===== config.mk =====
export PLATFORM = sky130hd
export DESIGN_NAME = unstriping_flat
export DESIGN_NICKNAME = d
export VERILOG_FILES = /design/src/rtl/unstriping_if.sv /design/src/rtl/unstriping.sv /design/src/flat_wrapper.sv
export SDC_FILE = /design/constraint.sdc
export NUM_CORES = 1
export LEC_CHECK = 0
export BUFFER_PORTS_ARGS = -buffer_cell sky130_fd_sc_hd__buf_2
export CORE_ASPECT_RATIO = 0.5
export CORE_MARGIN = 10
export CORE_UTILIZATION = 45
export CTS_CLUSTER_DIAMETER = 50
export DETAILED_ROUTE_END_ITERATION = 10
export PLACE_DENSITY = 0.64
export SETUP_SLACK_MARGIN = 0.3
export SLEW_MARGIN = 20
export SYNTH_ARGS = -nofsm -noshare
export SYNTH_HDL_FRONTEND = slang
export SYNTH_SLANG_ARGS = --single-unit

===== constraint.sdc =====
create_clock -name clk_2f -period 3.1 [get_ports clk_2f]
set_clock_uncertainty 0.15 [all_clocks]
set_input_delay 0.155 -clock clk_2f [delete_from_list [all_inputs] [get_ports clk_2f]]
set_output_delay 0.155 -clock clk_2f [all_outputs]
set_load 0.01 [all_outputs]

===== src/rtl/unstriping_if.sv =====
// Lane/merged-word bus for the unstriping block: two qualified input lanes and
// the registered merged output with its sticky overflow flag.
interface unstriping_if #(
    parameter int WIDTH = 32
);
    logic [WIDTH-1:0] lane_0;
    logic             valid_0;
    logic [WIDTH-1:0] lane_1;
    logic             valid_1;
    logic [WIDTH-1:0] data_out;
    logic             valid_out;
    logic             overflow;

    modport master (
        output lane_0, valid_0, lane_1, valid_1,
        input  data_out, valid_out, overflow
    );

    modport slave (
        input  lane_0, valid_0, lane_1, valid_1,
        output data_out, valid_out, overflow
    );
endinterface


===== src/rtl/unstriping.sv =====
// Re-merges two striped lanes through per-lane skew FIFOs and a strict
// round-robin selector. Optional dropped-word counter: UNSTRIPING_OVF_CNT_EN.
module unstriping #(
    parameter int WIDTH = 32,
    parameter int DEPTH = 4,
    parameter int PTR_W = 2
) (
    input  logic          clk_2f,
    input  logic          reset,
    unstriping_if.slave   bus
`ifdef UNSTRIPING_OVF_CNT_EN
    ,
    output logic [7:0]    ovf_count
`endif
);

    typedef enum logic {
        SEL_L0 = 1'b0,
        SEL_L1 = 1'b1
    } sel_e;

    localparam logic [PTR_W:0]   L_CNT_FULL = (PTR_W + 1)'(DEPTH);
    localparam logic [PTR_W:0]   L_CNT_ZERO = (PTR_W + 1)'(0);
    localparam logic [PTR_W:0]   L_CNT_ONE  = (PTR_W + 1)'(1);
    localparam logic [PTR_W-1:0] L_PTR_ZERO = PTR_W'(0);
    localparam logic [PTR_W-1:0] L_PTR_ONE  = PTR_W'(1);

    sel_e             r_state;
    sel_e             w_state_nxt;
    logic [WIDTH-1:0] r_data_out;
    logic [WIDTH-1:0] w_data_nxt;
    logic             r_valid_out;
    logic             w_valid_nxt;
    logic             r_overflow;

    logic [WIDTH-1:0] w_lane [2];
    logic [1:0]       w_valid;
    logic [WIDTH-1:0] r_mem [2][DEPTH];
    logic [PTR_W-1:0] r_wr_ptr [2];
    logic [PTR_W-1:0] r_rd_ptr [2];
    logic [PTR_W:0]   r_cnt [2];
    logic [1:0]       w_full;
    logic [1:0]       w_empty;
    logic [1:0]       w_pop;
    logic [1:0]       w_push;
    logic [1:0]       w_drop;

    assign w_lane[0] = bus.lane_0;
    assign w_lane[1] = bus.lane_1;
    assign w_valid   = {bus.valid_1, bus.valid_0};

    assign bus.data_out  = r_data_out;
    assign bus.valid_out = r_valid_out;
    assign bus.overflow  = r_overflow;

    // FIFO status flags
    always_comb begin
        w_full  = 2'b00;
        w_empty = 2'b00;
        for (int i = 0; i < 2; i++) begin
            w_full[i]  = (r_cnt[i] == L_CNT_FULL);
            w_empty[i] = (r_cnt[i] == L_CNT_ZERO);
        end
    end

    // Selector next-state: only the lane it points at may be popped; never skips
    always_comb begin
        w_state_nxt = r_state;
        w_data_nxt  = {WIDTH{1'b0}};
        w_valid_nxt = 1'b0;
        w_pop       = 2'b00;
        case (r_state)
            SEL_L0: begin
                if (!w_empty[0]) begin
                    w_pop[0]    = 1'b1;
                    w_data_nxt  = r_mem[0][r_rd_ptr[0]];
                    w_valid_nxt = 1'b1;
                    w_state_nxt = SEL_L1;
                end else begin
                    w_state_nxt = SEL_L0;
                end
            end
            SEL_L1: begin
                if (!w_empty[1]) begin
                    w_pop[1]    = 1'b1;
                    w_data_nxt  = r_mem[1][r_rd_ptr[1]];
                    w_valid_nxt = 1'b1;
                    w_state_nxt = SEL_L0;
                end else begin
                    w_state_nxt = SEL_L1;
                end
            end
            default: begin
                w_state_nxt = SEL_L0;
            end
        endcase
    end

    // Push accepted when room exists or the same edge frees a slot
    always_comb begin
        w_push = 2'b00;
        w_drop = 2'b00;
        for (int i = 0; i < 2; i++) begin
            w_push[i] = w_valid[i] && (!w_full[i] || w_pop[i]);
            w_drop[i] = w_valid[i] && w_full[i] && !w_pop[i];
        end
    end

    // Selector state, registered outputs and sticky overflow
    always_ff @(posedge clk_2f or negedge reset) begin
        if (!reset) begin
            r_state     <= SEL_L0;
            r_data_out  <= {WIDTH{1'b0}};
            r_valid_out <= 1'b0;
            r_overflow  <= 1'b0;
        end else begin
            r_state     <= w_state_nxt;
            r_data_out  <= w_data_nxt;
            r_valid_out <= w_valid_nxt;
            r_overflow  <= r_overflow | (|w_drop);
        end
    end

    // FIFO pointers and occupancy
    always_ff @(posedge clk_2f or negedge reset) begin
        if (!reset) begin
            for (int i = 0; i < 2; i++) begin
                r_wr_ptr[i] <= L_PTR_ZERO;
                r_rd_ptr[i] <= L_PTR_ZERO;
                r_cnt[i]    <= L_CNT_ZERO;
            end
        end else begin
            for (int i = 0; i < 2; i++) begin
                if (w_push[i]) begin
                    r_wr_ptr[i] <= r_wr_ptr[i] + L_PTR_ONE;
                end
                if (w_pop[i]) begin
                    r_rd_ptr[i] <= r_rd_ptr[i] + L_PTR_ONE;
                end
                case ({w_push[i], w_pop[i]})
                    2'b10:   r_cnt[i] <= r_cnt[i] + L_CNT_ONE;
                    2'b01:   r_cnt[i] <= r_cnt[i] - L_CNT_ONE;
                    default: r_cnt[i] <= r_cnt[i];
                endcase
            end
        end
    end

    // FIFO storage; stale entries are unreachable once the pointers reset
    always_ff @(posedge clk_2f) begin
        for (int i = 0; i < 2; i++) begin
            if (w_push[i]) begin
                r_mem[i][r_wr_ptr[i]] <= w_lane[i];
            end
        end
    end

`ifdef UNSTRIPING_OVF_CNT_EN
    logic [7:0] r_ovf_count;
    logic [7:0] w_drop_sum;

    assign w_drop_sum = {7'd0, w_drop[0]} + {7'd0, w_drop[1]};
    assign ovf_count  = r_ovf_count;

    // Saturating count of dropped words across both lanes
    always_ff @(posedge clk_2f or negedge reset) begin
        if (!reset) begin
            r_ovf_count <= 8'd0;
        end else if (r_ovf_count > (8'd255 - w_drop_sum)) begin
            r_ovf_count <= 8'd255;
        end else begin
            r_ovf_count <= r_ovf_count + w_drop_sum;
        end
    end
`endif

endmodule


===== src/flat_wrapper.sv =====
// flat-port wrapper written by rule: the top's interface ports become plain ports
module unstriping_flat 
#(
    parameter int WIDTH = 32,
    parameter int DEPTH = 4,
    parameter int PTR_W = 2
)
  (clk_2f, reset, bus_lane_0, bus_valid_0, bus_lane_1, bus_valid_1, bus_data_out, bus_valid_out, bus_overflow);
  unstriping_if #(.WIDTH(WIDTH)) bus_i ();
  input  logic clk_2f;
  input  logic reset;
  input wire logic [$bits(bus_i.lane_0)-1:0] bus_lane_0;
  input wire logic [$bits(bus_i.valid_0)-1:0] bus_valid_0;
  input wire logic [$bits(bus_i.lane_1)-1:0] bus_lane_1;
  input wire logic [$bits(bus_i.valid_1)-1:0] bus_valid_1;
  output wire logic [$bits(bus_i.data_out)-1:0] bus_data_out;
  output wire logic [$bits(bus_i.valid_out)-1:0] bus_valid_out;
  output wire logic [$bits(bus_i.overflow)-1:0] bus_overflow;
  assign bus_i.lane_0 = bus_lane_0;
  assign bus_i.valid_0 = bus_valid_0;
  assign bus_i.lane_1 = bus_lane_1;
  assign bus_i.valid_1 = bus_valid_1;
  assign bus_data_out = bus_i.data_out;
  assign bus_valid_out = bus_i.valid_out;
  assign bus_overflow = bus_i.overflow;
  unstriping #(.WIDTH(WIDTH), .DEPTH(DEPTH), .PTR_W(PTR_W)) u_core (.clk_2f(clk_2f), .reset(reset), .bus(bus_i));
endmodule

==> metrics.txt <==
status finished clean; Setup violations, final 0; core area 25100 um^2; dpl cells slightly above 900; Finished Layout Cells 1047; crit path DAT 2.76 ns; slowest cell on the critical path dfrtp_1; worst hold slack 0.0358 ns; clk slew on worst S/H paths 0.07 ns; RSZ-0062 raised after global routing no; DRT Pass-1 Iters 4; critical path capture point type flop; Clock Tree Root clkbuf_16; P&R area growth vs syn 21.6%; DRC 0; first-pass GRT wire length roughly 36 mm; mean post-synth cell area 23.2 um^2; leakage power 5.02 nW; Distinct cells, synth 30; setup repair bufs after CTS 0; Clock Power Share 23.8%; synthesized instance count between 400 and 500; Ports a little over 100; FF-to-FF End u_core.r_cnt[2]; max-slew violations 0; H-tree depth 1; sequential power share 46.7%; Sum Neg Setup Slack 0 ns; layout cells sized above 1 31.0%; max_slew headroom about 54%; WS Path Type reg2reg; post-place setup slack 0.672 ns; fill count 1891; PortBufs between 100 and 150; CP Data Required Time 3.39 ns; initial antenna violation count 0; Die Wd 245 um; WL final 23.5 mm; CTS Buf Count 27; final core utilization 55.3%; vias in the first global route 5947; Via density between 5 and 6; Total GRT Usage around 14%; worst path cell trace nor4b_1 > nor2b_1 > inv_1 > ha_1 > inv_1 > fa_1 > xor2_1 > nor2_1 > xor2_1; Starting DRT DRC Count roughly 440; Reg-to-Reg Start u_core.r_state; sequential cell area ~8900 um^2; Tightest Pin Transition 0.680 ns; routed via count 5435; MaxCap Viol Count 0; Syn. warnings 0; CTS sink count 305; Syn Nets 572; slowest cell delay on critical path 0.47 ns; largest vdd supply drop 0.454 mV; DIE AREA roughly 33000 um^2; remaining antenna violation count 0; clock period minus worst slack 2.47 ns; largest buffer count on any clock path 3; sequential-to-total area share from yosys stat 78.1%; switching part of the total 29.5%; Switch Pwr 0.00377 W; Multi-input gate area 2270 um^2; Die Height 133 um; Fin. Hold Viols 0; Worst Reg-to-Reg Cells 9; DR WL/cell 22.5 um; Hold Crit Class in2async; Initial Utilization about 45%; Tcrit/Tclk final 79.6%; PnR worst setup slack roughly 0.63 ns; pwr/cell area about 900 nW/um^2; Antenna Cells 0; DP HPWL 13.9 mm; worst-skew pair later-pin latency 0.52 ns; FF+latch count, synth 305; row count 41; GPL Wtd Cong 0.711; CTS tree done; P_int 0.00903 W; grt ovf 0; Comb power frac 29.5%; mapped cell area 11400 um^2; fmax 405 MHz; CP max FO 7; R2R Setup Slk 0.63 ns; largest net degree at the start of global routing 41; Nets 763; Worst Setup Start Kind flop
-- final cells by class --
cell class,instances,area share [%]
clock buffers,31,4.98
inverters,14,0.379
multi-input cells,149,16.3
well taps,344,3.10
flip-flops and latches,305,64.3
repair buffers,186,10.1
clock inverters,18,0.794
-- metal layers --
metal  wire [um]  track usage (%)  up-vias
met5           0                0        -
met4         341             2.92        0
met3        1280             1.95       31
met2       12000             25.2      135
met1        9870             18.9     2858
li1            -                -     2411
-- worst max-delay path: cells and delay by family (launching register included) --
| kind | cells | cell delay [ns] |
|---|---|---|
| simple gates | 3 | 0.70 |
| fa+ha+maj | 2 | 0.60 |
| xor+xnor | 2 | 0.31 |
| flops | 1 | 0.47 |
| buf+inv | 2 | 0.16 |
-- power groups by stage --
stage | Sequential (W) | Clock (W) | Combinational (W)
2_1_floorplan | 0.00595 | 0 | 0.00259
3_5_place_dp | 0.00608 | 0 | 0.00377
6_report | 0.00597 | 0.00305 | 0.00377
5_1_grt | 0.00607 | 0.00329 | 0.00407
4_1_cts | 0.00600 | 0.00312 | 0.00386
3_3_place_gp | 0.00603 | 0 | 0.00372
-- state kept, by name, indices dropped and copies added, names as in the netlist --
name,cells
u_core.r_wr_ptr,4
u_core.bus.data_out,32
u_core.r_mem,256
u_core.bus.valid_out,1
u_core.r_rd_ptr,4
u_core.r_cnt,6
u_core.bus.overflow,1
u_core.r_state,1
-- what timing repair did --
item / CTS / global route
gates resized for setup: 0 / 0
endpoints found under the hold margin: 298 / 0
hold buffers: 68 / 0
endpoints found under the setup margin: 0 / 0
-- how the worst max path moves through the flow --
stage | start | endpoint | cells after the start
finish | u_core.r_state | u_core.r_cnt[2] | 9
global route | u_core.r_state | u_core.r_cnt[2] | 9
CTS | u_core.r_state | u_core.r_cnt[2] | 9
detailed placement | u_core.r_state | u_core.r_cnt[2] | 9
global placement | u_core.r_state | u_core.r_cnt[2] | 9
floorplan | u_core.r_state | u_core.r_cnt[5] | 9
-- synthesized netlist by cell type --
cell	number	area (um^2)
nand2_1	4	15.0
nor3b_1	1	7.51
clkbuf_1	6	22.5
xnor2_1	5	43.8
fa_1	2	40.0
o31a_1	1	8.76
buf_6	4	45.0
or2_2	1	6.26
dfrtp_1	49	1230
inv_1	14	52.6
a22o_1	32	280
mux2i_1	1	10.0
o21ai_0	1	5.00
nor2b_1	1	6.26
nor3_1	1	5.00
nor2_1	4	15.0
buf_2	10	50.1
mux2_2	2	22.5
ha_1	10	125
nor4b_1	1	8.76
buf_12	3	60.1
and2_1	8	50.1
a31oi_1	1	6.26
buf_8	1	15.0
mux4_1	20	526
a21oi_1	1	5.00
mux4_2	44	991
edfxtp_1	256	7690
xor2_1	7	61.3
a41oi_1	1	8.76
-- metrics by stage --
stage | cell area, um^2 | total power, W
after global placement | 12400 | 0.00975
after CTS | 13900 | 0.0130
after floorplan | 11400 | 0.00855
after detailed placement | 12400 | 0.00985
final | 13900 | 0.0128
after global routing | 13900 | 0.0134
-- cells by family after synthesis --
kind of cell	share of synthesized area (%)
DFF	78.1
muxes	13.6
buffers and inverters	2.15
AOI/OAI and AO/OA	2.75
and+or+nand+nor	0.998
xor gates and xnor gates	0.921
adders and majority gates	1.45
-- cell usage in the layout, fill, tap and decap left out, types with 4 or more instances in the layout --
cell | synthesis | layout
edfxtp_1 | 256 | 256
buf_2 | 10 | 100
dlygate4sd3_1 | 0 | 68
dfrtp_1 | 49 | 45
mux4_2 | 44 | 44
a22o_1 | 32 | 32
clkbuf_16 | 0 | 27
mux4_1 | 20 | 20
inv_1 | 14 | 14
buf_4 | 0 | 11
ha_1 | 10 | 10
clkinv_2 | 0 | 10
and2_2 | 0 | 8
xor2_1 | 7 | 7
buf_12 | 3 | 7
clkinv_1 | 0 | 6
xnor2_1 | 5 | 5
nand2_1 | 4 | 4
clkbuf_1 | 6 | 4
dfrtp_2 | 0 | 4
Note: power is estimated with default switching activity, not from simulation.
